**src/rtl/wb_burst_reader_if.sv**
```systemverilog
// Wishbone B4 bus bundle used by wb_burst_reader; clk and rst travel with the bus.
interface wshb_if;
    logic        clk;
    logic        rst;
    logic [31:0] adr;
    logic [31:0] dat_ms;
    logic [31:0] dat_sm;
    logic        we;
    logic [3:0]  sel;
    logic        cyc;
    logic        stb;
    logic        ack;
    logic [2:0]  cti;
    logic [1:0]  bte;

    modport master (
        input  clk, rst, dat_sm, ack,
        output adr, dat_ms, we, sel, cyc, stb, cti, bte
    );

    modport slave (
        input  clk, rst, adr, dat_ms, we, sel, cyc, stb, cti, bte,
        output dat_sm, ack
    );
endinterface

```
**src/rtl/wb_burst_reader.sv**
```systemverilog
// Reads a circular word region over Wishbone in BURST_LEN-word grants into a show-ahead FIFO.
// Define WB_BURST_READER_BURST_EN for incrementing bursts (cti 010/111); otherwise classic single cycles.
module wb_burst_reader #(
    parameter logic [31:0] BASE_ADR   = 32'h0,
    parameter int unsigned NWORDS     = 2048,
    parameter int unsigned BURST_LEN  = 8,
    parameter int unsigned FIFO_DEPTH = 16
) (
    wshb_if.master                       wb_m,
    input  logic                         enable,
    input  logic                         restart,
    input  logic                         rd_en,
    output logic [31:0]                  rd_data,
    output logic                         empty,
    output logic [$clog2(FIFO_DEPTH):0]  level
);
    localparam int unsigned AW = (NWORDS > 1) ? $clog2(NWORDS) : 1;
    localparam int unsigned BW = $clog2(BURST_LEN);
    localparam int unsigned PW = $clog2(FIFO_DEPTH);
    localparam int unsigned LW = $clog2(FIFO_DEPTH) + 1;

    if (NWORDS == 0 || (NWORDS % BURST_LEN) != 0) begin : g_chk_nwords
        $error("wb_burst_reader: NWORDS must be a nonzero multiple of BURST_LEN");
    end
    if (BURST_LEN < 2 || (BURST_LEN & (BURST_LEN - 1)) != 0) begin : g_chk_burst
        $error("wb_burst_reader: BURST_LEN must be a power of two, at least 2");
    end
    if (FIFO_DEPTH < BURST_LEN) begin : g_chk_depth
        $error("wb_burst_reader: FIFO_DEPTH must be at least BURST_LEN");
    end

`ifdef WB_BURST_READER_BURST_EN
    localparam logic [2:0] CTI_FIRST = 3'b010;
`else
    localparam logic [2:0] CTI_FIRST = 3'b000;
`endif

    typedef enum logic {IDLE, BURST} state_t;

    state_t          state_q, state_d;
    logic [AW-1:0]   word_idx_q, word_idx_d;
    logic [BW-1:0]   beat_q, beat_d;
    logic            restart_pend_q, restart_pend_d;
    logic            cyc_q, cyc_d;
    logic [2:0]      cti_q, cti_d;
    logic [PW-1:0]   wr_ptr_q, wr_ptr_d;
    logic [PW-1:0]   rd_ptr_q, rd_ptr_d;
    logic [LW-1:0]   count_q, count_d;
    logic [31:0]     mem_q [FIFO_DEPTH];

    logic            ack_v;
    logic            push;
    logic            pop;
    logic            flush;
    logic [AW-1:0]   next_idx;

    always_comb begin
        state_d        = state_q;
        word_idx_d     = word_idx_q;
        beat_d         = beat_q;
        restart_pend_d = restart_pend_q;
        cyc_d          = cyc_q;
        cti_d          = cti_q;
        push           = 1'b0;
        flush          = 1'b0;
        ack_v          = cyc_q && wb_m.ack;
        next_idx       = (word_idx_q == AW'(NWORDS - 1)) ? '0 : word_idx_q + 1'b1;

        case (state_q)
            IDLE: begin
                if (restart || restart_pend_q) begin
                    flush          = 1'b1;
                    word_idx_d     = '0;
                    restart_pend_d = 1'b0;
                end else if (enable && count_q <= LW'(FIFO_DEPTH - BURST_LEN)) begin
                    state_d = BURST;
                    cyc_d   = 1'b1;
                    beat_d  = '0;
                    cti_d   = CTI_FIRST;
                end
            end
            BURST: begin
                if (restart) begin
                    restart_pend_d = 1'b1;
                end
                if (ack_v) begin
                    beat_d = beat_q + 1'b1;
                    if (beat_q == BW'(BURST_LEN - 1)) begin
                        state_d = IDLE;
                        cyc_d   = 1'b0;
                        cti_d   = 3'b000;
                        // A restart seen anywhere in the burst drops the final word and rewinds here.
                        if (restart || restart_pend_q) begin
                            flush          = 1'b1;
                            word_idx_d     = '0;
                            restart_pend_d = 1'b0;
                        end else begin
                            push       = 1'b1;
                            word_idx_d = next_idx;
                        end
                    end else begin
                        push       = 1'b1;
                        word_idx_d = next_idx;
`ifdef WB_BURST_READER_BURST_EN
                        cti_d = (beat_q == BW'(BURST_LEN - 2)) ? 3'b111 : 3'b010;
`else
                        cyc_d = 1'b0;
`endif
                    end
                end else if (!cyc_q) begin
                    cyc_d = 1'b1;
                end
            end
            default: state_d = IDLE;
        endcase
    end

    always_comb begin
        pop      = rd_en && (count_q != '0);
        wr_ptr_d = wr_ptr_q;
        rd_ptr_d = rd_ptr_q;
        count_d  = count_q;
        if (flush) begin
            wr_ptr_d = '0;
            rd_ptr_d = '0;
            count_d  = '0;
        end else begin
            if (push) begin
                wr_ptr_d = (wr_ptr_q == PW'(FIFO_DEPTH - 1)) ? '0 : wr_ptr_q + 1'b1;
            end
            if (pop) begin
                rd_ptr_d = (rd_ptr_q == PW'(FIFO_DEPTH - 1)) ? '0 : rd_ptr_q + 1'b1;
            end
            if (push && !pop) begin
                count_d = count_q + 1'b1;
            end else if (pop && !push) begin
                count_d = count_q - 1'b1;
            end
        end
    end

    always_ff @(posedge wb_m.clk) begin
        if (wb_m.rst) begin
            state_q        <= IDLE;
            word_idx_q     <= '0;
            beat_q         <= '0;
            restart_pend_q <= 1'b0;
            cyc_q          <= 1'b0;
            cti_q          <= 3'b000;
            wr_ptr_q       <= '0;
            rd_ptr_q       <= '0;
            count_q        <= '0;
        end else begin
            state_q        <= state_d;
            word_idx_q     <= word_idx_d;
            beat_q         <= beat_d;
            restart_pend_q <= restart_pend_d;
            cyc_q          <= cyc_d;
            cti_q          <= cti_d;
            wr_ptr_q       <= wr_ptr_d;
            rd_ptr_q       <= rd_ptr_d;
            count_q        <= count_d;
        end
    end

    always_ff @(posedge wb_m.clk) begin
        if (push && !flush) begin
            mem_q[wr_ptr_q] <= wb_m.dat_sm;
        end
    end

    assign wb_m.adr    = BASE_ADR + 32'({word_idx_q, 2'b00});
    assign wb_m.dat_ms = '0;
    assign wb_m.we     = 1'b0;
    assign wb_m.sel    = '1;
    assign wb_m.cyc    = cyc_q;
    assign wb_m.stb    = cyc_q;
    assign wb_m.cti    = cti_q;
    assign wb_m.bte    = 2'b00;

    assign rd_data = mem_q[rd_ptr_q];
    assign empty   = (count_q == '0);
    assign level   = count_q;
endmodule

```
**src/flat_wrapper.sv**
```systemverilog
// flat-port wrapper written by rule: the top's interface ports become plain ports
module wb_burst_reader_flat 
#(
    parameter logic [31:0] BASE_ADR   = 32'h0,
    parameter int unsigned NWORDS     = 2048,
    parameter int unsigned BURST_LEN  = 8,
    parameter int unsigned FIFO_DEPTH = 16
)
  (enable, restart, rd_en, rd_data, empty, level, wb_m_clk, wb_m_rst, wb_m_dat_sm, wb_m_ack, wb_m_adr, wb_m_dat_ms, wb_m_we, wb_m_sel, wb_m_cyc, wb_m_stb, wb_m_cti, wb_m_bte);
  wshb_if wb_m_i ();
  input  logic enable;
  input  logic restart;
  input  logic rd_en;
  output logic [31:0] rd_data;
  output logic empty;
  output logic [$clog2(FIFO_DEPTH):0] level;
  input wire logic [$bits(wb_m_i.clk)-1:0] wb_m_clk;
  input wire logic [$bits(wb_m_i.rst)-1:0] wb_m_rst;
  input wire logic [$bits(wb_m_i.dat_sm)-1:0] wb_m_dat_sm;
  input wire logic [$bits(wb_m_i.ack)-1:0] wb_m_ack;
  output wire logic [$bits(wb_m_i.adr)-1:0] wb_m_adr;
  output wire logic [$bits(wb_m_i.dat_ms)-1:0] wb_m_dat_ms;
  output wire logic [$bits(wb_m_i.we)-1:0] wb_m_we;
  output wire logic [$bits(wb_m_i.sel)-1:0] wb_m_sel;
  output wire logic [$bits(wb_m_i.cyc)-1:0] wb_m_cyc;
  output wire logic [$bits(wb_m_i.stb)-1:0] wb_m_stb;
  output wire logic [$bits(wb_m_i.cti)-1:0] wb_m_cti;
  output wire logic [$bits(wb_m_i.bte)-1:0] wb_m_bte;
  assign wb_m_i.clk = wb_m_clk;
  assign wb_m_i.rst = wb_m_rst;
  assign wb_m_i.dat_sm = wb_m_dat_sm;
  assign wb_m_i.ack = wb_m_ack;
  assign wb_m_adr = wb_m_i.adr;
  assign wb_m_dat_ms = wb_m_i.dat_ms;
  assign wb_m_we = wb_m_i.we;
  assign wb_m_sel = wb_m_i.sel;
  assign wb_m_cyc = wb_m_i.cyc;
  assign wb_m_stb = wb_m_i.stb;
  assign wb_m_cti = wb_m_i.cti;
  assign wb_m_bte = wb_m_i.bte;
  wb_burst_reader #(.BASE_ADR(BASE_ADR), .NWORDS(NWORDS), .BURST_LEN(BURST_LEN), .FIFO_DEPTH(FIFO_DEPTH)) u_core (.wb_m(wb_m_i), .enable(enable), .restart(restart), .rd_en(rd_en), .rd_data(rd_data), .empty(empty), .level(level));
endmodule
```
**config.mk**
```make
export PLATFORM = sky130hd
export DESIGN_NAME = wb_burst_reader_flat
export DESIGN_NICKNAME = d
export VERILOG_FILES = /design/src/rtl/wb_burst_reader_if.sv /design/src/rtl/wb_burst_reader.sv /design/src/flat_wrapper.sv
export SDC_FILE = /design/constraint.sdc
export NUM_CORES = 1
export LEC_CHECK = 0
export ABC_AREA = 1
export CORE_MARGIN = 2
export CORE_UTILIZATION = 45
export DETAILED_ROUTE_END_ITERATION = 10
export GPL_ROUTABILITY_DRIVEN = 0
export SLEW_MARGIN = 20
export SYNTH_ARGS = -nofsm -noshare
export SYNTH_HDL_FRONTEND = slang
export SYNTH_SLANG_ARGS = --single-unit
```
**constraint.sdc**
```tcl
create_clock -name wb_m_clk -period 5.92 [get_ports wb_m_clk]
set_input_delay 1.776 -clock wb_m_clk [delete_from_list [all_inputs] [get_ports wb_m_clk]]
set_output_delay 1.776 -clock wb_m_clk [all_outputs]
set_load 0.02 [all_outputs]
```
# --- Yosys cells after proc, flatten, opt, wreduce, memory -nomap -nowiden ---
# Memory sizes are Yosys's and may differ from the RTL's. A register that Yosys moved wholly into a read port is not among the register bits.
# Index checks and enable logic that the tools add are counted.
op_classes:
  n_eq_ne: 9
  addsub: 6
  order_cmp: 1
  bitwise_logic: 1
  n_mux: 44
  n_reduce_logical: 18
ops:
  columns: ["op", "n"]
  rows:
  - ["$mux W11", 5]
  - ["$pmux W11 S2", 1]
  - ["$mux W1", 21]
  - ["$mux W4", 4]
  - ["$mux W3", 5]
  - ["$pmux W3 S2", 2]
  - ["$add A11 B1 Y11 const B", 1]
  - ["$eq A11 B11 Y1 const B", 1]
  - ["$mux W5", 2]
  - ["$add A4 B1 Y4 const B", 2]
  - ["$eq A4 B4 Y1 const B", 2]
  - ["$pmux W1 S2", 4]
  - ["$logic_and A1 B1 Y1", 6]
  - ["$ne A2 B2 Y1 const B", 3]
  - ["$add A5 B1 Y5 const B", 1]
  - ["$le A5 B4 Y1 const B", 1]
  - ["$logic_not A5 Y1", 1]
  - ["$reduce_bool A5 Y1", 1]
  - ["$sub A5 B1 Y5 const B", 1]
  - ["$ne A2 B1 Y1 const B", 2]
  - ["$reduce_and A2 Y1", 2]
  - ["$reduce_and A4 Y1", 1]
  - ["$add A3 B1 Y3 const B", 1]
  - ["$eq A3 B3 Y1 const B", 1]
  - ["other kinds (6)", 8]
totals:
  mem_bits_rw: 512
  memories: 1
  regBits: 33
  word_cells: 89
  out_inout_bits: 114
  inputBits: 38
mem_list:
  columns: ["memory", "words", "word_bits", "read_ports", "rd_ports_with_merged_regs", "wr", "line", "text"]
  rows:
  - ["u_core.mem_q", 16, 32, 1, 1, 1, "wb_burst_reader.sv:49", "logic [31:0] mem_q [FIFO_DEPTH];"]

# --- Longest topological paths before layout ---
logic_depth:
  depth_word: 9
  depth_mapped: 14
  mapped_depth_nobuf: 14

# --- Worst setup path before layout ---
# No wires, ideal clock.
synth_path:
  path_kind: "in2reg"
  start: "in restart"
  end: "mem u_core.mem_q[11][0] (enable)"
  path_buffers: 0
  arrival_time_ns: 3.724
  setup_slack_ns: 1.775
  t_required_ns: 5.499
  stages: 5
  setup_ns: 0.421
  path_cell_list: "nor2_1 nor2_1 nor2_4 nand3_1 nor2_1"
synth_between:
  elab_cells_between_ends: 13
  classes_between: "mux: 10; reduce/logical: 3"
synth_lines:
  columns: ["element", "line", "text"]
  rows:
  - ["start, declared", "flat_wrapper.sv:12", "input logic restart;"]
  - ["$logic_or A1 B1 Y1", "wb_burst_reader.sv:93", "if (restart || restart_pend_q) begin"]
  - ["$mux W1", "wb_burst_reader.sv:93", null]
  - ["$mux W1", "wb_burst_reader.sv:88", "if (beat_q == BW'(BURST_LEN - 1)) begin"]
  - ["$mux W1", "wb_burst_reader.sv:86", "if (ack_v) begin"]
  - ["$mux W1", "wb_burst_reader.sv:69", "case (state_q)"]
  - ["named net u_core.push", "wb_burst_reader.sv:52", "logic push;"]
  - ["$logic_and A1 B1 Y1", "wb_burst_reader.sv:167", "if (push && !flush) begin"]
  - ["$mux W1", "wb_burst_reader.sv:167", null]
  - ["$mux W1 (not written as such)", "wb_burst_reader.sv:168", "mem_q[wr_ptr_q] <= wb_m.dat_sm;"]
  - ["end, declared", "wb_burst_reader.sv:49", null]
# The timed path passes the listed nets, and every way through them passes these cells.

==> reports/metrics.cfg <==
[synthesis]
syn_area_per_cell_um2=12.02
seq_area_frac_synth_pct=69.15
synth_top_cell_area_share_pct=66.22
netlist_instances=1931
yosys_register_bits=546
netlist_area_um2=23220
ys_warn_count=0
synthTopCellsByArea=edfxtp_1 (66%), inv_1 (4.6%), nand3_1 (4.6%), o211ai_1 (3.9%), nand2_1 (3.5%)
synth.lib_cells_used.distinct=34
yosys.area.top_type=edfxtp_1

[cts]
insertion_delay_ns=0.61
ctsRootBufferMaster=clkbuf_16
cts_resized=0
cts_buffers=56
holdBufCountCts=0
post_cts_buffers=0
cts.clk_slew.worst_paths_ns=0.06
cts_buffer_depth=3
tritoncts=built
cts.sinks=546
cts_max_level=2

[sta]
rsz0062_at_grt=no
fin_skew_ns=0.02105
fin_hold_ws_ns=0.4728
tns_ns=0
tightest_slew_ns=0.9192
finalHoldViolCount=0
layout_min_cycle_time_ns=4.863
setup_viol=0
clock.fmax_mhz=205.6
drv_slew=0
min_period_over_period_pct=82.15
slew_headroom_pct=38.72
fin_ws_ns=1.057

[routing]
vias=14131
via_per_inst=5.184
wirelength_mm=51.03
ant_nets=0
drc=0
first_pass_iters=5
routedWlPerCell_um=18.72
drtIter0Drc=1165

[cells_and_area]
antennaDiodeCount=0
nFillCells=4338
drive_gt1_share_pct=7.283
final_nets=2049
final_cell_mix=edfxtp_1 (512), inv_1 (286), nand2_1 (218), nand3_1 (213), a21oi_1 (154)
layout_commonest_cell=edfxtp_1
post-route-util_pct=51.64
fin_area_um2=26440
regArea_um2=16070
multi_input_area_um2=5177
syn_to_final_growth_pct=13.86

[outcome]
run_status=finished, final reports clean

[global_routing]
overflow=0
use_met1_pct=26.53
track_usage_pct=18.87
antenna_found_initial=0
grt_max_degree=114
grt-busiest-layer=met2
grt_pass1_vias=13421
met3_usage_pct=3.174
use_met2_pct=30.33
grt_first_pass_wirelength_mm=77.44

[die]
coreArea_um2=51200
start_util_pct=45.35
die_w_um=231.2
rows=83
die_h_um=231.2
ioPinCount=152
die-area_um2=53430

[hold_path]
hp-start=u_core.beat_q[0]$_SDFFE_PP0P_
worstHoldPathCells=1
hold_class=register to register
whs_endpoint=u_core.beat_q[0]$_SDFFE_PP0P_

[setup_path]
timing.rr.start=u_core.beat_q[0]$_SDFFE_PP0P_
worstSetupStartpointType=register
endpoint_kind=primary output
reg2reg_to=u_core.mem_q[6][18]$_DFFE_PP_
reg2reg_slack_ns=3.13
r2r_cells=8
arrival_ns=3.09
critPathKind=register to primary output
critPathMaxFanout=52
crit_required_ns=4.14

[place]
portBuffers=88
place_ws_ns=1.338
postPlaceCellArea_um2=24420
dp_hpwl_mm=29.39

[power]
max-vdd-ir-drop_v=0.0002033
p_leak_nw=9.242
p_per_area_nw_per_um2=352.2

[run]
max-cap-violations=0

-- worst max-delay path: stages, from the launching register on --
cell             delay, ns
dfxtp_4               0.74
buf_4                 0.49
o211ai_1              0.15
nand3_1               0.12
nand3_1               0.20
nand2_1               0.13
clkdlybuf4s50_1       0.62
-- final cells by class --
| class | count | area share, % |
|---|---|---|
| inverters | 290 | 4.118 |
| repair buffers | 119 | 5.339 |
| clock buffers | 65 | 5.585 |
| clock inverters | 41 | 1.387 |
| well taps | 680 | 3.218 |
| flip-flops and latches | 546 | 60.77 |
| multi-input cells | 985 | 19.58 |
-- cells in the mapped netlist (all sizes together) --
library cell,n
edfxtp,512
xor2,4
nand4,3
nand3,214
a211oi,1
ha,12
nand3b,2
conb,2
clkbuf,34
o211ai,129
buf,137
nor2,37
xnor2,3
dfxtp,34
a21oi,154
nor3,1
fa,1
inv,290
nand2,219
o21ai,142
-- worst max path at each step --
stage / start / end / slack (ns) / depth (start not counted)
2_1_floorplan: restart / u_core.mem_q[11][0]$_DFFE_PP_ / 1.77 / 5
3_3_place_gp: restart / u_core.mem_q[0][19]$_DFFE_PP_ / 1.41 / 6
3_5_place_dp: restart / u_core.mem_q[8][26]$_DFFE_PP_ / 1.34 / 6
4_1_cts: register / rd_data[29] / 1.00 / 6
5_1_grt: register / rd_data[29] / 0.84 / 6
6_report: register / rd_data[13] / 1.06 / 6
-- stage by stage --
step,cells,power [mW]
2_1_floorplan,1992,5.481
3_3_place_gp,2608,5.850
3_5_place_dp,2613,5.870
4_1_cts,2719,9.399
5_1_grt,2726,9.696
6_report,2726,9.312
-- flip-flops by register name, summed over array words and instances (netlist names), named ones only --
| name | count |
|---|---|
| u_core.wb_m.cyc | 1 |
| u_core.wr_ptr_q | 4 |
| u_core.beat_q | 3 |
| u_core.state_q | 1 |
| u_core.level | 5 |
| u_core.word_idx_q | 11 |
| u_core.mem_q | 512 |
| u_core.restart_pend_q | 1 |
| u_core.rd_ptr_q | 4 |
-- routing by layer --
metal  wire, um  part of all wire, %  vias to the layer above
li1           -                    -                     6789
met1      23140                   45                     6913
met2      24280                   48                      354
met3       2528                  5.0                       75
met4       1089                  2.1                        0
met5          0                    0                        -
-- logic make-up after synthesis --
logic type	after synthesis	synth area share, %
AO/OA/AOI/OAI	426	10.77
AND/OR/NAND/NOR	476	8.994
buffers and inverters	461	10.06
XOR/XNOR	7	0.2641
flip-flops	546	69.15
other	2	0.03234
adder cells (fa/ha/maj)	13	0.7329
-- power by group --
| part | internal (mW) | switching, mW | leakage [nW] |
|---|---|---|---|
| Combinational | 0.536 | 0.937 | 3.46 |
| Clock | 2.08 | 1.45 | 0.909 |
| Sequential | 4.24 | 0.0673 | 4.88 |
| Total | 6.86 | 2.46 | 9.24 |
No activity file was read; power rests on OpenSTA's default activity.
